==> config.mk <==
export PLATFORM = sky130hd
export DESIGN_NAME = sdram_arbiter_flat
export DESIGN_NICKNAME = d
export VERILOG_FILES = /design/src/rtl/sdram_arbiter_if.sv /design/src/rtl/sdram_arbiter.sv /design/src/flat_wrapper.sv
export SDC_FILE = /design/constraint.sdc
export NUM_CORES = 1
export LEC_CHECK = 0
export ABC_AREA = 1
export BUFFER_PORTS_ARGS = -buffer_cell sky130_fd_sc_hd__buf_2
export CORE_ASPECT_RATIO = 0.9
export CORE_MARGIN = 10
export CORE_UTILIZATION = 44
export CTS_CLUSTER_SIZE = 16
export DETAILED_ROUTE_END_ITERATION = 6
export PLACE_DENSITY = 0.76
export SLEW_MARGIN = 10
export SYNTH_ARGS = -nofsm -noshare
export SYNTH_HDL_FRONTEND = slang
export SYNTH_SLANG_ARGS = --single-unit
==> constraint.sdc <==
create_clock -name clk -period 1.37 [get_ports clk]
set_input_delay 0.0685 -clock clk [delete_from_list [all_inputs] [get_ports clk]]
set_output_delay 0.0685 -clock clk [all_outputs]
set_load 0.02 [all_outputs]
==> src/rtl/sdram_arbiter_if.sv <==
// Bundle of the arbiter's bus signals: the controller-facing cs/we/addr/din
// side plus the two requester ports A and B.
// The slave modport is the arbiter's view. The master modport is the view of
// the surrounding system, which owns the requesters and the SDRAM controller.
interface sdram_arbiter_if;
  // Controller side
  logic        ram_ready;
  logic        ram_cs;
  logic        ram_we;
  logic [24:0] ram_addr;
  logic [7:0]  ram_din;
  logic [7:0]  ram_dout;
  logic        ram_refresh;
  // Port A (C64 core bus, high priority)
  logic        a_req;
  logic        a_we;
  logic [24:0] a_addr;
  logic [7:0]  a_din;
  logic        a_ack;
  logic [7:0]  a_dout;
  // Port B (ROM loader / DMA)
  logic        b_req;
  logic        b_we;
  logic [24:0] b_addr;
  logic [7:0]  b_din;
  logic        b_ack;
  logic [7:0]  b_dout;

  modport slave (
    input  ram_ready, ram_dout,
    input  a_req, a_we, a_addr, a_din,
    input  b_req, b_we, b_addr, b_din,
    output ram_cs, ram_we, ram_addr, ram_din, ram_refresh,
    output a_ack, a_dout, b_ack, b_dout
  );

  modport master (
    output ram_ready, ram_dout,
    output a_req, a_we, a_addr, a_din,
    output b_req, b_we, b_addr, b_din,
    input  ram_cs, ram_we, ram_addr, ram_din, ram_refresh,
    input  a_ack, a_dout, b_ack, b_dout
  );
endinterface

==> src/rtl/sdram_arbiter.sv <==
// Front-end of the 8-bit SDRAM controller. It arbitrates port A over port B,
// issues periodic refresh, and shapes every access into a fixed cs-high slot
// followed by one cs-low gap clock.
module sdram_arbiter #(
  parameter int CYCLE_LEN      = 8,
  parameter int REFRESH_CYCLES = 499,
  parameter int REFRESH_LEN    = 8,
  parameter int REFRESH_HIGH   = 4
) (
  input  logic            clk,
  input  logic            reset_n,
  sdram_arbiter_if.slave  bus
);

  localparam int SLOT_MAX = (CYCLE_LEN > REFRESH_LEN) ? CYCLE_LEN : REFRESH_LEN;
  localparam int SLOT_W   = (SLOT_MAX > 1) ? $clog2(SLOT_MAX) : 1;
  localparam int REF_W    = (REFRESH_CYCLES > 1) ? $clog2(REFRESH_CYCLES) : 1;

  localparam logic [SLOT_W-1:0] CYC_LAST  = SLOT_W'(CYCLE_LEN - 1);
  localparam logic [SLOT_W-1:0] RHI_LAST  = SLOT_W'(REFRESH_HIGH - 1);
  localparam logic [SLOT_W-1:0] RLEN_LAST = SLOT_W'(REFRESH_LEN - 1);
  localparam logic [REF_W-1:0]  REF_LAST  = REF_W'(REFRESH_CYCLES - 1);

  typedef enum logic [1:0] {
    S_IDLE    = 2'd0,
    S_ACCESS  = 2'd1,
    S_REFRESH = 2'd2,
    S_GAP     = 2'd3
  } state_t;

  state_t             state_q;
  logic [SLOT_W-1:0]  slot_cnt_q;
  logic               port_b_q;      // 0: slot belongs to A, 1: to B
  logic               ram_cs_q;
  logic               ram_we_q;
  logic [24:0]        ram_addr_q;
  logic [7:0]         ram_din_q;
  logic               ram_refresh_q;
  logic               a_ack_q;
  logic [7:0]         a_dout_q;
  logic               b_ack_q;
  logic [7:0]         b_dout_q;

  logic [REF_W-1:0]   ref_cnt_q;
  logic [REF_W-1:0]   ref_cnt_d;
  logic               ref_pend_q;
  logic               ref_pend_d;
  logic               refresh_take_s;

  // A refresh is started in this clock when IDLE picks the pending refresh.
  assign refresh_take_s = (state_q == S_IDLE) & bus.ram_ready & ref_pend_q;

  // Refresh interval timer: wraps every REFRESH_CYCLES ready clocks and flags a
  // pending refresh; a wrap always wins over the clear so no interval is lost.
  always_comb begin
    ref_cnt_d  = ref_cnt_q;
    ref_pend_d = ref_pend_q;
    if (!bus.ram_ready) begin
      ref_cnt_d  = '0;
      ref_pend_d = 1'b0;
    end else if (ref_cnt_q == REF_LAST) begin
      ref_cnt_d  = '0;
      ref_pend_d = 1'b1;
    end else begin
      ref_cnt_d = ref_cnt_q + REF_W'(1);
      if (refresh_take_s) begin
        ref_pend_d = 1'b0;
      end else begin
        ref_pend_d = ref_pend_q;
      end
    end
  end

  // Refresh timer registers.
  always_ff @(posedge clk or negedge reset_n) begin
    if (!reset_n) begin
      ref_cnt_q  <= '0;
      ref_pend_q <= 1'b0;
    end else begin
      ref_cnt_q  <= ref_cnt_d;
      ref_pend_q <= ref_pend_d;
    end
  end

  // Slot FSM: arbitration in IDLE, fixed-length access and refresh slots, and
  // all controller/requester outputs registered here.
  always_ff @(posedge clk or negedge reset_n) begin
    if (!reset_n) begin
      state_q       <= S_IDLE;
      slot_cnt_q    <= '0;
      port_b_q      <= 1'b0;
      ram_cs_q      <= 1'b0;
      ram_we_q      <= 1'b0;
      ram_addr_q    <= '0;
      ram_din_q     <= '0;
      ram_refresh_q <= 1'b0;
      a_ack_q       <= 1'b0;
      a_dout_q      <= '0;
      b_ack_q       <= 1'b0;
      b_dout_q      <= '0;
    end else begin
      // Acks are single-clock pulses.
      a_ack_q <= 1'b0;
      b_ack_q <= 1'b0;
      case (state_q)
        S_IDLE: begin
          if (!bus.ram_ready) begin
            state_q <= S_IDLE;
          end else if (ref_pend_q) begin
            ram_refresh_q <= 1'b1;
            slot_cnt_q    <= '0;
            state_q       <= S_REFRESH;
          end else if (bus.a_req) begin
            ram_we_q   <= bus.a_we;
            ram_addr_q <= bus.a_addr;
            ram_din_q  <= bus.a_din;
            ram_cs_q   <= 1'b1;
            port_b_q   <= 1'b0;
            slot_cnt_q <= '0;
            state_q    <= S_ACCESS;
          end else if (bus.b_req) begin
            ram_we_q   <= bus.b_we;
            ram_addr_q <= bus.b_addr;
            ram_din_q  <= bus.b_din;
            ram_cs_q   <= 1'b1;
            port_b_q   <= 1'b1;
            slot_cnt_q <= '0;
            state_q    <= S_ACCESS;
          end else begin
            state_q <= S_IDLE;
          end
        end

        S_ACCESS: begin
          if (slot_cnt_q == CYC_LAST) begin
            // Last cs-high clock: complete towards the granted port only.
            if (port_b_q) begin
              b_ack_q <= 1'b1;
              if (!ram_we_q) begin
                b_dout_q <= bus.ram_dout;
              end else begin
                b_dout_q <= b_dout_q;
              end
            end else begin
              a_ack_q <= 1'b1;
              if (!ram_we_q) begin
                a_dout_q <= bus.ram_dout;
              end else begin
                a_dout_q <= a_dout_q;
              end
            end
            ram_cs_q <= 1'b0;
            ram_we_q <= 1'b0;
            state_q  <= S_GAP;
          end else begin
            slot_cnt_q <= slot_cnt_q + SLOT_W'(1);
          end
        end

        S_GAP: begin
          // One cs-low clock so the next grant is a fresh rising edge.
          state_q <= S_IDLE;
        end

        S_REFRESH: begin
          if (slot_cnt_q == RHI_LAST) begin
            ram_refresh_q <= 1'b0;
          end else begin
            ram_refresh_q <= ram_refresh_q;
          end
          if (slot_cnt_q == RLEN_LAST) begin
            state_q <= S_IDLE;
          end else begin
            slot_cnt_q <= slot_cnt_q + SLOT_W'(1);
          end
        end

        default: begin
          state_q       <= S_IDLE;
          ram_cs_q      <= 1'b0;
          ram_we_q      <= 1'b0;
          ram_refresh_q <= 1'b0;
        end
      endcase
    end
  end

  assign bus.ram_cs      = ram_cs_q;
  assign bus.ram_we      = ram_we_q;
  assign bus.ram_addr    = ram_addr_q;
  assign bus.ram_din     = ram_din_q;
  assign bus.ram_refresh = ram_refresh_q;
  assign bus.a_ack       = a_ack_q;
  assign bus.a_dout      = a_dout_q;
  assign bus.b_ack       = b_ack_q;
  assign bus.b_dout      = b_dout_q;

endmodule

==> src/flat_wrapper.sv <==
// flat-port wrapper written by rule: the top's interface ports become plain ports
module sdram_arbiter_flat 
#(
  parameter int CYCLE_LEN      = 8,
  parameter int REFRESH_CYCLES = 499,
  parameter int REFRESH_LEN    = 8,
  parameter int REFRESH_HIGH   = 4
)
  (clk, reset_n, bus_ram_ready, bus_ram_dout, bus_a_req, bus_a_we, bus_a_addr, bus_a_din, bus_b_req, bus_b_we, bus_b_addr, bus_b_din, bus_ram_cs, bus_ram_we, bus_ram_addr, bus_ram_din, bus_ram_refresh, bus_a_ack, bus_a_dout, bus_b_ack, bus_b_dout);
  sdram_arbiter_if bus_i ();
  input  logic clk;
  input  logic reset_n;
  input wire logic [$bits(bus_i.ram_ready)-1:0] bus_ram_ready;
  input wire logic [$bits(bus_i.ram_dout)-1:0] bus_ram_dout;
  input wire logic [$bits(bus_i.a_req)-1:0] bus_a_req;
  input wire logic [$bits(bus_i.a_we)-1:0] bus_a_we;
  input wire logic [$bits(bus_i.a_addr)-1:0] bus_a_addr;
  input wire logic [$bits(bus_i.a_din)-1:0] bus_a_din;
  input wire logic [$bits(bus_i.b_req)-1:0] bus_b_req;
  input wire logic [$bits(bus_i.b_we)-1:0] bus_b_we;
  input wire logic [$bits(bus_i.b_addr)-1:0] bus_b_addr;
  input wire logic [$bits(bus_i.b_din)-1:0] bus_b_din;
  output wire logic [$bits(bus_i.ram_cs)-1:0] bus_ram_cs;
  output wire logic [$bits(bus_i.ram_we)-1:0] bus_ram_we;
  output wire logic [$bits(bus_i.ram_addr)-1:0] bus_ram_addr;
  output wire logic [$bits(bus_i.ram_din)-1:0] bus_ram_din;
  output wire logic [$bits(bus_i.ram_refresh)-1:0] bus_ram_refresh;
  output wire logic [$bits(bus_i.a_ack)-1:0] bus_a_ack;
  output wire logic [$bits(bus_i.a_dout)-1:0] bus_a_dout;
  output wire logic [$bits(bus_i.b_ack)-1:0] bus_b_ack;
  output wire logic [$bits(bus_i.b_dout)-1:0] bus_b_dout;
  assign bus_i.ram_ready = bus_ram_ready;
  assign bus_i.ram_dout = bus_ram_dout;
  assign bus_i.a_req = bus_a_req;
  assign bus_i.a_we = bus_a_we;
  assign bus_i.a_addr = bus_a_addr;
  assign bus_i.a_din = bus_a_din;
  assign bus_i.b_req = bus_b_req;
  assign bus_i.b_we = bus_b_we;
  assign bus_i.b_addr = bus_b_addr;
  assign bus_i.b_din = bus_b_din;
  assign bus_ram_cs = bus_i.ram_cs;
  assign bus_ram_we = bus_i.ram_we;
  assign bus_ram_addr = bus_i.ram_addr;
  assign bus_ram_din = bus_i.ram_din;
  assign bus_ram_refresh = bus_i.ram_refresh;
  assign bus_a_ack = bus_i.a_ack;
  assign bus_a_dout = bus_i.a_dout;
  assign bus_b_ack = bus_i.b_ack;
  assign bus_b_dout = bus_i.b_dout;
  sdram_arbiter #(.CYCLE_LEN(CYCLE_LEN), .REFRESH_CYCLES(REFRESH_CYCLES), .REFRESH_LEN(REFRESH_LEN), .REFRESH_HIGH(REFRESH_HIGH)) u_core (.clk(clk), .reset_n(reset_n), .bus(bus_i));
endmodule
# == Word-level counts from Yosys, hierarchy flattened ==
# Index checks and enable logic that the tools add are counted.
# classes
addsub,2
eq_ne,16
n_mux,44
bitwise,5
n_reduce_logical,13
# op_table
op,n
2-to-1 mux 25 bit,2
2-to-1 mux 1 bit,23
AND reduction 4 bit,5
2-to-1 mux 9 bit,2
2-to-1 mux 8 bit,2
2-to-1 mux 3 bit,5
2-to-1 mux 2 bit,5
adder 9 x 1 -> 9 bit (second input constant),1
equality test 9 bit (second input constant),1
!= test 2 x 1 -> 1 bit (second input constant),4
case mux 2 bit (4 select lines),1
nonzero test 2 bit,4
!= test 2 bit (second input constant),3
case mux 1 bit (2 select lines),3
case mux 3 bit (2 select lines),1
AND reduction 5 bit,1
equality test 2 bit (second input constant),2
!= test 4 x 3 -> 1 bit (second input constant),1
adder 3 x 1 -> 3 bit (second input constant),1
equality test 3 x 2 -> 1 bit (second input constant),1
equality test 3 bit (second input constant),1
!= test 3 x 1 -> 1 bit (second input constant),1
!= test 3 bit (second input constant),1
NOT 1 bit,3
5 further kinds,6
# word_totals
register_bits,70
input_bits,81
output_inout_bits,54
elab_cells,94

# == Longest topological paths before layout ==
# logic_depth
depth_word,6
ltp_mapped,9

# == Worst setup path before layout ==
# Ideal clock, no wire load.
# synth_timing
path_kind,register -> register
startpoint,register u_core.slot_cnt_q[0]
endpoint,register u_core.b_dout_q[6] (netlist: u_core.bus.b_dout[6])
setup_ns,0.076
arrival_ns,1.314
t_required_ns,1.294
slack_ns,-0.020
path_stages_with_launch,9
path_buffers,1
cell_sequence,dfrtp_1 -> ha_1 -> ha_1 -> nand2_1 -> nor2_2 -> nand2_2 -> buf_2 -> nand2_1 -> o21ai_1
# synth_between
elab_chain_len,2
# synth_rtl
element,line_no,source
start: declaration,sdram_arbiter.sv:32,logic [SLOT_W-1:0] slot_cnt_q;
start signal: assignment,sdram_arbiter.sv:156,slot_cnt_q <= slot_cnt_q + SLOT_W'(1);
start signal: assignment,sdram_arbiter.sv:174,slot_cnt_q <= slot_cnt_q + SLOT_W'(1);
equality test 3 bit,sdram_arbiter.sv:135,if (slot_cnt_q == CYC_LAST) begin
AND reduction 4 bit (no source line),n/a,
end signal: assignment,sdram_arbiter.sv:140,b_dout_q <= bus.ram_dout;
end signal: assignment,sdram_arbiter.sv:142,b_dout_q <= b_dout_q;
end: declaration,sdram_arbiter.sv:42,logic [7:0] b_dout_q;
# No other way between the ends.
# A chain may end at the register's enable or synchronous reset.

# == Worst setup path after layout ==
# layout_timing
startpoint,register u_core.state_q[1]
endpoint,register u_core.ram_addr_q[10] (netlist: u_core.bus.ram_addr[10])
# layout_between
elab_chain_len,2
# layout_rtl
element,line_no,source
start: declaration,sdram_arbiter.sv:31,state_t state_q;
start signal: assignment,sdram_arbiter.sv:89,state_q <= S_IDLE;
start signal: assignment,sdram_arbiter.sv:108,state_q <= S_IDLE;
start signal: assignment,sdram_arbiter.sv:112,state_q <= S_REFRESH;
logical NOT 2 bit,sdram_arbiter.sv:105,case (state_q)
AND reduction 4 bit (no source line),n/a,
end signal: assignment,sdram_arbiter.sv:115,ram_addr_q <= bus.a_addr;
end signal: assignment,sdram_arbiter.sv:123,ram_addr_q <= bus.b_addr;
end: declaration,sdram_arbiter.sv:36,logic [24:0] ram_addr_q;
# No other way between the ends.

==> impl_metrics.ini <==
[min_path]
worst_hold_startpoint = bus_a_addr[1]
timing.hold.worst.class = in2reg

[placement]
pre_cts_ws_ns = -0.09645
dp_hpwl_mm = 6.969
routabilityCongestion = 0.8210
placedInstanceArea_um2 = 4303
io_port_bufs = 134

[global_route]
wire_length_of_the_first_global_routing_pass_mm = 15.46
antenna_violations_before_repair = 0
grt_max_usage_layer = met2
largest_net_degree_at_the_start_of_global_routing = 71
globalRouteMet2Util_pct = 25.87
first_global_vias = 3379
grt_util_met1_pct = 17.79
track_usage_pct = 15.59
globalRouteOverflowTotal = 0
grt.met3_usage_pct = 7.036

[sta]
finalCritPeriodShare_pct = 102.4
period_needed_ns = 1.403
rsz0062_at_grt = true
max_slew_margin_pct = 74.02
drv_slew = 0
timing.clock.skew_ns = 0.007227
timing.fmax_mhz = 712.8
final_sum_of_negative_setup_slack_ns = -0.2054
slew_at_the_pin_closest_to_its_max_slew_limit_ns = 0.3896
final-setup-viol-count = 16
final.setup.worst_slack_ns = -0.03284
hold_viol = 0

[layout]
design_area_um2 = 4805
area_growth_syn_to_layout_pct = 38.78
final_net_count = 696
ratio_of_cells_with_drive_above_1_in_the_final_layout_pct = 33.33
multi_input_area_um2 = 1456
seq_area_um2 = 1752
diodes = 0
num-fill-cells = 671

[run_status]
status = complete, but fails checks
violations = setup timing

[clock_network]
tritoncts_clock_tree = done
numCtsBuffers = 9
cts_buffer_depth = 2
cts_root_buf = sky130_fd_sc_hd__clkbuf_8
ctsHtreeMaxLevel = 3
cts.sink_count = 70
clk_pin_slew_ns = 0.07
clock_latency_ns = 0.34

[worst_setup_path]
reg2reg_slack_ns = -0.03
crit_top_cell = sky130_fd_sc_hd__nand2_1
timing.critical_path.buf_inv = 5
start_kind = register
end_kind = register
critical_path.startpoint = u_core.state_q[1]$_DFFE_PN0P_
cp_max_fo = 6
critical_path.cell_chain = inv_2 > ha_4 > inv_4 > nor2_4 > nand2_4 > inv_6 > buf_12 > clkbuf_16 > nand2_1 > nand2_1
timing.rr.end = u_core.bus.ram_addr[10]$_DFFE_PN0P_
crit_type = reg2reg
worst-path-stages = 10
slowest_stage = sky130_fd_sc_hd__dfrtp_1
cp_data_required_time_ns = 1.65
rr_worst_depth = 10
critPathTopFamily = buffers and inverters
timing.critical_path.to = u_core.bus.ram_addr[10]$_DFFE_PN0P_
timing.rr.start = u_core.state_q[1]$_DFFE_PN0P_
worstPathArrival_ns = 1.68
max_stage_delay_ns = 0.40

[floorplan]
start_util_pct = 45.44
chipHeight_um = 104.2
row_count = 30
boundaryPins = 135
die_w_um = 113.5
core_area_um2 = 7620
fp.dieArea_um2 = 11820

[pwr]
power_leakage_uw = 0.002701
power.density_nw_per_um2 = 1740
ir_drop_uv = 819.3

[synthesis]
synth.most_common_cell = sky130_fd_sc_hd__nand2_1
synth_top_area_cell = sky130_fd_sc_hd__dfrtp_1
synth_seq_cells = 70
netlist_top_cells_count = sky130_fd_sc_hd__nand2_1 (182), sky130_fd_sc_hd__dfrtp_1 (70), sky130_fd_sc_hd__inv_1 (57), sky130_fd_sc_hd__o21ai_0 (43), sky130_fd_sc_hd__nor2_1 (19)
top_cells_by_area_in_the_synthesized_netlist = sky130_fd_sc_hd__dfrtp_1 (51%), sky130_fd_sc_hd__nand2_1 (20%), sky130_fd_sc_hd__o21ai_0 (6.2%)
synth_nets = 534
synth_top_area_share_pct = 50.60
yosysUniqueCellTypes = 26
syn-mean-instance-area_um2 = 7.780
synth_edf_count = 0
asyncSetResetFlopFracSynth_pct = 100.0
syn-instance-count = 445
seq_area_frac_synth_pct = 50.60
synth-warning-count = 0
synth_flop_cell = sky130_fd_sc_hd__dfrtp_1
netlist_area_um2 = 3462

[drt]
avgRoutedWirePerCell_um = 13.26
routed-via-count = 3260
vias_per_cell = 4.605
dr.pass1.iters = 4
first_iter_violations = 166
final_wirelength_mm = 9.390
post-route-drc-count = 0
drt.antenna.violating_nets = 0

[flow_run]
cap_viol_max_count = 0
-- worst min-delay path: stages --
cell and delay, ns:
sky130_fd_sc_hd__buf_2 0.07, sky130_fd_sc_hd__nand2_1 0.04, sky130_fd_sc_hd__o21ai_0 0.06, sky130_fd_sc_hd__nand2_1 0.05, sky130_fd_sc_hd__nand2_1 0.05
-- stage by stage --
stage | hold slack [ns] | std cells | power [uW] | util, %
after floorplan | -0.2271 | 445 | 5027 | -
after global placement | 0.1117 | 673 | 6263 | 56.47
after detailed placement | 0.1190 | 673 | 6357 | 56.47
after CTS | 0.01975 | 704 | 8296 | 61.92
after global routing | 0.03931 | 708 | 8977 | 63.05
final | 0.03159 | 708 | 8360 | 63.05
-- cell families (layout without fill, tap and decap cells) --
| logic type | after synthesis | in the layout | synth area share [%] |
|---|---|---|---|
| buffers and inverters | 77 | 243 | 9.975 |
| DFF | 70 | 70 | 50.60 |
| adders and majority gates | 8 | 8 | 2.891 |
| AOI/OAI and AO/OA | 67 | 67 | 10.41 |
| and+or+nand+nor | 222 | 223 | 25.88 |
| xor gates and xnor gates | 1 | 1 | 0.2530 |
-- how the worst min path moves through the flow --
stage,slack (ns),cells after the start,endpoint
2_1_floorplan,-0.23,0,u_core.bus.a_ack$_DFF_PN0_
3_3_place_gp,0.11,2,u_core.bus.ram_addr[23]$_DFFE_PN0P_
3_5_place_dp,0.12,2,u_core.bus.ram_addr[23]$_DFFE_PN0P_
4_1_cts,0.02,5,u_core.bus.ram_addr[18]$_DFFE_PN0P_
5_1_grt,0.04,5,u_core.bus.ram_din[1]$_DFFE_PN0P_
6_report,0.03,5,u_core.bus.ram_addr[1]$_DFFE_PN0P_
-- per-layer routing --
layer	up-vias	share of wire, %
met2	108	49
met5	-	0
met1	1453	42
met4	0	0.97
met3	10	8.0
li1	1689	-
-- final cells by class --
type                            count  area share, %
Clock inverter                      6          1.276
Tap cell                           96          2.500
Multi-Input combinational cell    299          30.31
Inverter                           60          4.844
Clock buffer                       10          2.865
Sequential cell                    70          36.46
Timing Repair Buffer              167          21.74
-- state kept, by name, indices dropped and copies added (netlist names) --
| name | count |
|---|---|
| u_core.bus.a_ack | 1 |
| u_core.ref_cnt_q | 9 |
| u_core.bus.ram_addr | 25 |
| u_core.bus.ram_cs | 1 |
| u_core.bus.ram_din | 8 |
| u_core.bus.b_ack | 1 |
| u_core.bus.ram_refresh | 1 |
| u_core.slot_cnt_q | 3 |
| u_core.bus.b_dout | 8 |
| u_core.bus.ram_we | 1 |
| u_core.bus.a_dout | 8 |
| u_core.ref_pend_q | 1 |
| u_core.port_b_q | 1 |
| u_core.state_q | 2 |
-- layout by cell type (no fill, tap or decap), drive strengths merged --
cell | netlist | final
buf | 14 | 157
nand3 | 13 | 13
a31oi | 2 | 2
clkinvlp | 0 | 1
nand2 | 185 | 186
o22ai | 1 | 1
o21bai | 1 | 1
o21ai | 59 | 59
nor3b | 1 | 1
clkbuf | 3 | 11
nor2 | 23 | 23
dfrtp | 70 | 70
clkinv | 0 | 4
ha | 8 | 8
inv | 60 | 60
a21oi | 4 | 4
dlygate4sd3 | 0 | 9
xnor2 | 1 | 1
bufinv | 0 | 1
-- power breakdown --
group / total (uW) / leakage, uW / switching, uW / internal [uW]
sequential: 3100 / 0.000833 / 396 / 2700
combinational: 3620 / 0.00177 / 2180 / 1440
clock: 1650 / 0.000102 / 763 / 883
total: 8360 / 0.00270 / 3340 / 5020
-- timing repair --
action / CTS / global route
hold endpoints to repair: 85 / 0
hold buffers: 9 / 0
pin swaps: 7 / 13
cloned: 1 / 2
buffers inserted: 5 / 3
setup endpoints to repair: 52 / 64
gates resized for setup: 14 / 14
Note: power is estimated with default switching activity, not from simulation.
